[config.mk]
export PLATFORM = sky130hd
export DESIGN_NAME = dot_product_ctrl
export DESIGN_NICKNAME = d
export VERILOG_FILES = /design/src/rtl/dot_product_ctrl_pkg.sv /design/src/rtl/dp_sync_fifo.sv /design/src/rtl/dot_product_ctrl.sv
export SDC_FILE = /design/constraint.sdc
export NUM_CORES = 1
export LEC_CHECK = 0
export BUFFER_PORTS_ARGS = -buffer_cell sky130_fd_sc_hd__clkbuf_2
export CAP_MARGIN = 40
export CORE_AREA = 3 3 139 243
export DETAILED_ROUTE_END_ITERATION = 16
export DIE_AREA = 0 0 142 246
export PLACE_DENSITY = 0.75
export SLEW_MARGIN = 20
export SYNTH_ARGS = -nofsm -noshare
export SYNTH_HDL_FRONTEND = slang
export SYNTH_HIERARCHICAL = 1
export SYNTH_SLANG_ARGS = --single-unit
[constraint.sdc]
create_clock -name i_clk -period 9.59 [get_ports i_clk]
set_input_delay 1.918 -clock i_clk [delete_from_list [all_inputs] [get_ports i_clk]]
set_output_delay 1.918 -clock i_clk [all_outputs]
set_load 0.02 [all_outputs]
[src/rtl/dot_product_ctrl_pkg.sv]
// Shared types and constants for the dot-product job controller.
package dot_product_ctrl_pkg;

  // Controller FSM: waiting for a job, or streaming operand reads for one.
  typedef enum logic [0:0] {
    StIdle,
    StIssue
  } state_e;

  localparam int unsigned FP16_W            = 16;
  localparam int unsigned DEFAULT_RD_LAT    = 2;
  localparam int unsigned DEFAULT_STACK_LAT = 10;

  // Cycles a stack result can still be in flight after the last read strobe.
  function automatic int unsigned flush_cycles(input int unsigned rd_lat,
                                               input int unsigned stack_lat);
    return rd_lat + stack_lat;
  endfunction

endpackage

[src/rtl/dp_sync_fifo.sv]
// Synchronous first-word-fall-through FIFO; head entry is visible on rdata while not empty.
module dp_sync_fifo #(
  parameter int unsigned WIDTH = 8,
  parameter int unsigned DEPTH = 16
) (
  input  logic             clk,
  input  logic             reset,
  input  logic             push,
  input  logic [WIDTH-1:0] wdata,
  input  logic             pop,
  output logic [WIDTH-1:0] rdata,
  output logic             empty,
  output logic             full
);

  localparam int unsigned PTR_W = $clog2(DEPTH);

  // Pointers carry one extra wrap bit to tell full from empty.
  logic [PTR_W:0]   wr_ptr_q, rd_ptr_q;
  logic [WIDTH-1:0] mem_q [DEPTH];
  logic             do_push, do_pop;

  assign empty   = (wr_ptr_q == rd_ptr_q);
  assign full    = (wr_ptr_q[PTR_W] != rd_ptr_q[PTR_W]) &&
                   (wr_ptr_q[PTR_W-1:0] == rd_ptr_q[PTR_W-1:0]);
  assign do_push = push && !full;
  assign do_pop  = pop && !empty;
  assign rdata   = mem_q[rd_ptr_q[PTR_W-1:0]];

  // Storage array; no reset needed since contents are qualified by the pointers.
  always_ff @(posedge clk) begin
    if (do_push) begin
      mem_q[wr_ptr_q[PTR_W-1:0]] <= wdata;
    end
  end

  // Read/write pointers with synchronous reset to empty.
  always_ff @(posedge clk) begin
    if (reset) begin
      wr_ptr_q <= '0;
      rd_ptr_q <= '0;
    end else begin
      if (do_push) wr_ptr_q <= wr_ptr_q + 1'b1;
      if (do_pop)  rd_ptr_q <= rd_ptr_q + 1'b1;
    end
  end

  // Upstream flow control must never push into a full FIFO.
  no_overflow_a : assert property (@(posedge clk) disable iff (reset) !(push && full));

endmodule

[src/rtl/dot_product_ctrl.sv]
// Dot-product job controller: turns {addr, len, tag} commands into operand read bursts,
// marks first/last beats for the accumulation stack, and pairs stack sums with job tags.
module dot_product_ctrl
  import dot_product_ctrl_pkg::*;
#(
  parameter int unsigned ADDR_W    = 10,
  parameter int unsigned LEN_W     = 10,
  parameter int unsigned TAG_W     = 4,
  parameter int unsigned RD_LAT    = DEFAULT_RD_LAT,
  parameter int unsigned STACK_LAT = DEFAULT_STACK_LAT,
  parameter int unsigned RES_DEPTH = 16
) (
  input  logic              i_clk,
  input  logic              i_reset,
  input  logic              i_cmd_valid,
  output logic              o_cmd_ready,
  input  logic [ADDR_W-1:0] i_cmd_addr,
  input  logic [LEN_W-1:0]  i_cmd_len,
  input  logic [TAG_W-1:0]  i_cmd_tag,
  output logic              o_rd_en,
  output logic [ADDR_W-1:0] o_rd_addr,
  output logic              o_first,
  output logic              o_last,
  input  logic              i_stk_valid,
  input  logic [FP16_W-1:0] i_stk_sum,
  output logic              o_res_valid,
  input  logic              i_res_ready,
  output logic [FP16_W-1:0] o_res_sum,
  output logic [TAG_W-1:0]  o_res_tag,
  output logic              o_cmd_err
);

  localparam int unsigned CRED_W  = $clog2(RES_DEPTH + 1);
  localparam int unsigned FLUSH   = flush_cycles(RD_LAT, STACK_LAT);
  localparam int unsigned FLUSH_W = $clog2(FLUSH + 1);
  localparam int unsigned RES_W   = TAG_W + FP16_W;

  state_e              state_q, state_d;
  logic [ADDR_W-1:0]   base_q, base_d;
  logic [LEN_W-1:0]    len_q, len_d;
  logic [LEN_W-1:0]    beat_q, beat_d;
  logic [CRED_W-1:0]   credit_q, credit_d;
  logic [FLUSH_W-1:0]  flush_q;
  logic [RD_LAT-1:0]   first_pipe_q, last_pipe_q;

  logic                final_beat;
  logic                accept, accept_job;
  logic                first_int, last_int;
  logic                stk_take, res_pop;
  logic [TAG_W-1:0]    tag_head;
  logic                tag_empty, tag_full;
  logic [RES_W-1:0]    res_wdata, res_head;
  logic                res_empty, res_full;
  logic                flushing;

  assign flushing   = (flush_q != '0);
  assign final_beat = (state_q == StIssue) && (beat_q == len_q - LEN_W'(1));
  assign accept     = i_cmd_valid && o_cmd_ready;
  assign accept_job = accept && (i_cmd_len != '0);
  assign o_cmd_err  = accept && (i_cmd_len == '0);

  // Next-state logic and read-side outputs; everything is forced quiet while in reset.
  always_comb begin
    state_d     = state_q;
    base_d      = base_q;
    len_d       = len_q;
    beat_d      = beat_q;
    o_cmd_ready = 1'b0;
    o_rd_en     = 1'b0;
    o_rd_addr   = '0;
    first_int   = 1'b0;
    last_int    = 1'b0;

    // A new job may be taken while idle or on the final beat of the current one.
    o_cmd_ready = !i_reset && !flushing && (credit_q != '0) &&
                  ((state_q == StIdle) || final_beat);

    if (!i_reset && (state_q == StIssue)) begin
      o_rd_en   = 1'b1;
      o_rd_addr = base_q + ADDR_W'(beat_q);
      first_int = (beat_q == '0);
      last_int  = final_beat;
    end

    unique case (state_q)
      StIdle: begin
        if (accept_job) begin
          state_d = StIssue;
          base_d  = i_cmd_addr;
          len_d   = i_cmd_len;
          beat_d  = '0;
        end
      end
      StIssue: begin
        if (final_beat) begin
          if (accept_job) begin
            base_d = i_cmd_addr;
            len_d  = i_cmd_len;
            beat_d = '0;
          end else begin
            state_d = StIdle;
          end
        end else begin
          beat_d = beat_q + LEN_W'(1);
        end
      end
      default: state_d = StIdle;
    endcase
  end

  // FSM and job registers.
  always_ff @(posedge i_clk) begin
    if (i_reset) begin
      state_q <= StIdle;
      base_q  <= '0;
      len_q   <= '0;
      beat_q  <= '0;
    end else begin
      state_q <= state_d;
      base_q  <= base_d;
      len_q   <= len_d;
      beat_q  <= beat_d;
    end
  end

  // Delay first/last so they line up with read data arriving at the stack.
  always_ff @(posedge i_clk) begin
    if (i_reset) begin
      first_pipe_q <= '0;
      last_pipe_q  <= '0;
    end else begin
      first_pipe_q[0] <= first_int;
      last_pipe_q[0]  <= last_int;
      for (int i = 1; i < int'(RD_LAT); i++) begin
        first_pipe_q[i] <= first_pipe_q[i-1];
        last_pipe_q[i]  <= last_pipe_q[i-1];
      end
    end
  end

  assign o_first = !i_reset && first_pipe_q[RD_LAT-1];
  assign o_last  = !i_reset && last_pipe_q[RD_LAT-1];

  // Post-reset flush window: stack results from aborted jobs are discarded.
  always_ff @(posedge i_clk) begin
    if (i_reset) begin
      flush_q <= FLUSH_W'(FLUSH);
    end else if (flushing) begin
      flush_q <= flush_q - FLUSH_W'(1);
    end
  end

  // A stack sum without an outstanding tag has no owner and is dropped.
  assign stk_take  = !i_reset && i_stk_valid && !flushing && !tag_empty;
  assign res_wdata = {tag_head, i_stk_sum};
  assign res_pop   = o_res_valid && i_res_ready;

  assign o_res_valid = !i_reset && !res_empty;
  assign o_res_sum   = o_res_valid ? res_head[FP16_W-1:0] : '0;
  assign o_res_tag   = o_res_valid ? res_head[RES_W-1:FP16_W] : '0;

  // Credit counts free result slots not yet promised to a job in flight.
  always_comb begin
    credit_d = credit_q;
    unique case ({accept_job, res_pop})
      2'b10:   credit_d = credit_q - CRED_W'(1);
      2'b01:   credit_d = credit_q + CRED_W'(1);
      default: credit_d = credit_q;
    endcase
  end

  // Credit register.
  always_ff @(posedge i_clk) begin
    if (i_reset) begin
      credit_q <= CRED_W'(RES_DEPTH);
    end else begin
      credit_q <= credit_d;
    end
  end

  dp_sync_fifo #(
    .WIDTH (TAG_W),
    .DEPTH (RES_DEPTH)
  ) u_tag_fifo (
    .clk   (i_clk),
    .reset (i_reset),
    .push  (accept_job),
    .wdata (i_cmd_tag),
    .pop   (stk_take),
    .rdata (tag_head),
    .empty (tag_empty),
    .full  (tag_full)
  );

  dp_sync_fifo #(
    .WIDTH (RES_W),
    .DEPTH (RES_DEPTH)
  ) u_res_fifo (
    .clk   (i_clk),
    .reset (i_reset),
    .push  (stk_take),
    .wdata (res_wdata),
    .pop   (res_pop),
    .rdata (res_head),
    .empty (res_empty),
    .full  (res_full)
  );

  credit_range_a : assert property (@(posedge i_clk) disable iff (i_reset)
                                    credit_q <= CRED_W'(RES_DEPTH));
  tag_no_overflow_a : assert property (@(posedge i_clk) disable iff (i_reset)
                                       !(accept_job && tag_full));
  res_no_overflow_a : assert property (@(posedge i_clk) disable iff (i_reset)
                                       !(stk_take && res_full));

endmodule
==> results.cfg, run 1 <==
[cts]
cts_resized = 0
root_buffer = clkbuf_16
cts_max_path_buffers = 3
cts_sinks = 456
ctsHtreeMaxLevel = 2
cts_setup_buffers = 0
path_clk_slew_ns = 0.06
insertion_delay_ns = 0.54
cts_hold_buf = 0
numCtsBuffers = 40
cts_tree = built

[synthesis]
yosysTopAreaCell = edfxtp_1
synth_common_cells = edfxtp_1 (384), mux4_2 (116), dfxtp_1 (72)
synth_edf_count = 384
synthMostInstantiatedCell = edfxtp_1
synthTopCellsByArea = edfxtp_1 (60%), mux4_2 (14%), dfxtp_1 (7.5%)
async_reset_ff_share_pct = 0
synthDistinctLibCells = 65
synth_top_area_share_pct = 60.3
synthCells = 1085
ys.flop_type = edfxtp_1
syn_area_per_cell_um2 = 17.6
syn_nets = 1160
ys_seq_area_share_pct = 67.8
synth_area_um2 = 19100
ys_ff_latch = 456
ys_warn_count = 6

[timing]
finalHoldViolCount = 0
rsz0062_at_grt = false
maxSlewHeadroom_pct = 48.4
skew_ns = 0.0106
worstMarginPinSlew_ns = 0.775
slew_viol_final = 0
tns_ns = 0
report.final.setup_viol = 0
finalCriticalPeriod_ns = 6.27
max_freq_ghz = 0.159
period_share_pct = 65.4

[placement]
dp.final_hpwl_mm = 23.9
placed_area_um2 = 20100
io_buffer_count = 80
dpl.cell_count = 1544
place_congestion = 0.862

[floorplanning]
coreArea_um2 = 32100
die-area_um2 = 34900
start_util_pct = 59.6
die_w_um = 142
rows = 87
die_y_um = 246
pin_count = 81

[cells_and_area]
nets = 1261
fin_area_um2 = 21400
n_antenna_cell = 0
final_cells = 1613
final_layout_size_suffix_gt1_share_pct = 25.6
syn_to_final_growth_pct = 11.6

[power_and_ir_drop]
power_leakage_nw = 7.10
ir_drop_uv = 134
finalPower_mw = 3.83
pwr_density_cell_nw_per_um2 = 179

[route]
routedWlPerCell_um = 24.3
first_pass_iters = 5
wirelength_mm = 39.2
drtIter0Drc = 675
post-route-drc-count = 0
ant_nets = 0
routed-via-count = 10100
viasPerCell = 6.26

[grt]
grt_max_degree = 42
antenna_found_initial = 0
grt_pass1_vias = 10400
gr-total-overflow = 0
grt_use_total_pct = 23.0
grt_first_pass_wirelength_mm = 60.5

[worst_setup_path]
crit_slowest_cell = buf_4
reg2reg_slack_ns = 5.84
r2r_start = u_res_fifo/wr_ptr_q[4]
crit_top_cell = clkbuf_2
cp-startpoint = i_reset
worstRegToRegCells = 12
critPathKind = input pin to output port
arrival_ns = 4.36
max_stage_delay_ns = 0.49
cp-end-kind = output port
cp_num_buf_inv = 5
crit_required_ns = 7.67
critPathTopFamily = buffers and inverters
startpoint_type = input pin
path_cells = clkbuf_2 > buf_4 > inv_1 > nand2_1 > clkinv_1 > and2_1 > clkbuf_2
regToRegEndpoint = credit_q[4]
cp_max_fo = 41

[status]
status = finished clean

[hold_path]
min_from = first_pipe_q[0]
worstHoldPathCells = 1
hold_class = register to register
min_to = first_pipe_q[1]

[job]
cap_violations = 0
worst max path at each step:
stage	endpoint	cells past startpoint
6_report	o_rd_addr[1]	7
5_1_grt	o_rd_addr[1]	7
4_1_cts	o_rd_addr[1]	7
3_5_place_dp	o_rd_addr[1]	7
3_3_place_gp	o_rd_addr[1]	7
2_1_floorplan	o_rd_addr[4]	5
report_power, final:
part           internal (mW)  switching [mW]  total, mW
logic                 0.0439          0.0686      0.112
registers               2.15          0.0105       2.16
clock network          0.889           0.669       1.56
layout make-up:
cell class / count / area, µm²
timing repair buffer: 106 / 676
clock inverter: 23 / 218
clock buffer: 46 / 1040
tap: 400 / 500
fill: 2116 / 10800
multi-input combinational: 543 / 5790
inverter: 39 / 146
sequential: 456 / 13000
registers in the layout, indices dropped and copies added, names as in the netlist, 10 cells and up, named ones only:
| register | cells |
|---|---|
| u_res_fifo/mem_q | 320 |
| u_tag_fifo/mem_q | 64 |
| base_q | 10 |
| beat_q | 10 |
| len_q | 10 |
cell families after synthesis:
logic type	after synthesis	share of synthesized area [%]
DFF	456	67.8
adders and majority gates	30	2.04
xor gates and xnor gates	39	1.79
buffers and inverters	86	2.06
and+or+nand+nor	223	6.44
AOI/OAI and AO/OA	94	3.64
muxes	157	16.2
stage by stage:
stage / hold slack (ns) / worst slack, ns / util (%)
finish: 0.443 / 3.32 / 66.5
global placement: 0.430 / 3.28 / 62.2
floorplan: 0.414 / 4.57 / -
global route: 0.462 / 3.04 / 66.5
detailed placement: 0.431 / 3.27 / 62.6
CTS: 0.450 / 3.27 / 66.5
cells in the final DEF, fill, tap and decap left out, types with 10 or more instances in the layout:
cell	instances
edfxtp_1	384
mux4_2	116
clkbuf_2	80
dfxtp_1	69
nor2_1	64
clkbuf_16	41
inv_1	36
and3_1	34
ha_1	28
a21oi_1	27
and2_1	26
xnor2_1	24
mux2i_1	23
buf_4	20
nor2b_1	17
nand4_1	16
xor2_1	15
nor3_1	14
mux2_2	14
nand2_1	12
nand3_1	11
o21ai_0	10
clkinv_1	10
metal layers:
layer	track usage (%)	part of all wire (%)	vias up	wire length [µm]
met5	0	0	-	0
met4	8.25	3.3	0	1300
met3	3.59	5.8	83	2260
met2	42.2	55	339	21600
met1	27.2	36	5146	14000
li1	-	-	4529	-
(Power assumes the default switching activity.)
==> run 2: changes to the inputs <==
clock period = 6.3 ns   (was 9.59 ns; I/O delays follow)
==> results.cfg, run 2 (synthesized netlist as in run 1, its figures left out) <==
[worst_setup_path]
cp-end-kind = output port
path_cells = clkbuf_2 > inv_1 > nand2_1 > clkinv_1 > and2_1 > clkbuf_2
cp_max_fo = 30
r2r_start = len_q[0]
crit_required_ns = 5.04
crit_top_cell = clkbuf_2
crit_slowest_cell = clkbuf_2
startpoint_type = input pin
critPathKind = input pin to output port
cp_num_buf_inv = 4
arrival_ns = 3.31
cp-startpoint = i_reset
critPathTopFamily = buffers and inverters
max_stage_delay_ns = 0.47

[grt]
grt_use_total_pct = 23.2
grt_first_pass_wirelength_mm = 61.4
grt_pass1_vias = 10700
grt_max_degree = 56
antenna_found_initial = 1
gr-total-overflow = 0

[timing]
rsz0062_at_grt = false
maxSlewHeadroom_pct = 44.7
report.final.setup_viol = 0
finalCriticalPeriod_ns = 4.57
max_freq_ghz = 0.219
whs_ns = 0.437
period_share_pct = 72.5
worstMarginPinSlew_ns = 0.829
skew_ns = 0.0207
tns_ns = 0
finalHoldViolCount = 0
slew_viol_final = 0

[placement]
place_congestion = 0.823
dp.final_hpwl_mm = 24.7
io_buffer_count = 80

[cells_and_area]
largest_reg_flops = 320
syn_to_final_growth_pct = 12.2
layout_commonest_cell = edfxtp_1
final_layout_size_suffix_gt1_share_pct = 25.9
final_cell_mix = edfxtp_1 (384), mux4_2 (116), clkbuf_2 (80), dfxtp_1 (69), nor2_1 (64)
nets = 1260

[floorplanning]
start_util_pct = 59.6
pin_count = 81
rows = 87
die-area_um2 = 34900
die_w_um = 142
coreArea_um2 = 32100
die_y_um = 246

[route]
ant_nets = 0
viasPerCell = 6.24
post-route-drc-count = 0
routedWlPerCell_um = 24.4
drtIter0Drc = 586
first_pass_iters = 4
routed-via-count = 10100
wirelength_mm = 39.5

[power_and_ir_drop]
finalPower_mw = 6.01
power_leakage_nw = 7.16
ir_drop_uv = 252
pwr_density_cell_nw_per_um2 = 280

[status]
status = finished clean

[hold_path]
min_from = first_pipe_q[0]
hold_class = register to register

[cts]
cts_sinks = 456
cts_setup_buffers = 0
root_buffer = clkbuf_16
ctsHtreeMaxLevel = 2
cts_max_path_buffers = 3
insertion_delay_ns = 0.55
cts_hold_buf = 0
cts_tree = built
path_clk_slew_ns = 0.06
cts_resized = 0
numCtsBuffers = 40

[job]
cap_violations = 0
==> run 2: changes by cell type in the layout (fill, tap and decap cells not counted) <==
| cell | delta |
|---|---|
| bufinv_16 | +1 |
| clkinv_4 | -1 |
| buf_8 | -1 |
| clkbuf_1 | +2 |
| clkinv_1 | -4 |
| diode_2 | +1 |
| clkbuf_16 | +3 |
| inv_6 | +2 |
| clkinv_8 | +1 |
| inv_4 | +2 |
| clkinv_2 | -2 |
==> run 2: layout make-up <==
type	count	area, µm²
fillers	2108	10600
inverters	39	146
multi-input cells	543	5790
flip-flops and latches	456	13000
clock buffers	51	1130
repair buffers	105	661
diodes	1	2.50
well taps	400	500
clock inverters	22	260
==> run 2: final timing paths <==
| kind | endpoint | cells past startpoint | slack [ns] |
|---|---|---|---|
| setup / recovery | o_rd_addr[0] | 6 | 1.73 |
| hold / removal | first_pipe_q[1] | 1 | 0.44 |
| setup reg to reg | credit_q[4] | 15 | 2.70 |
| hold reg to reg | first_pipe_q[1] | 1 | 0.44 |
==> run 2: power breakdown <==
| group | internal (mW) | leakage, nW | total, mW | switching [mW] |
|---|---|---|---|---|
| Combinational | 0.0660 | 2.45 | 0.170 | 0.104 |
| Sequential | 3.27 | 4.03 | 3.29 | 0.0158 |
| Clock | 1.49 | 0.675 | 2.55 | 1.06 |
==> run 2: stage by stage <==
stage / worst slack, ns / util [%] / instances / instance area, µm²
CTS: 1.74 / 66.8 / 1616 / 21500
global route: 1.56 / 66.8 / 1617 / 21500
finish: 1.73 / 66.8 / 1617 / 21500
floorplan: 2.20 / - / 1085 / 19100
global placement: 1.81 / 62.2 / 1539 / 20000
detailed placement: 1.71 / 62.5 / 1543 / 20100
==> run 2: metal layers <==
metal  vias to the layer above  track usage [%]  routed length (µm)
met5                         -                0                   0
met4                         0             8.73                1430
met3                        79             2.99                1630
met2                       296             43.0               22200
met1                      5187             27.2               14200
li1                       4533                -                   -
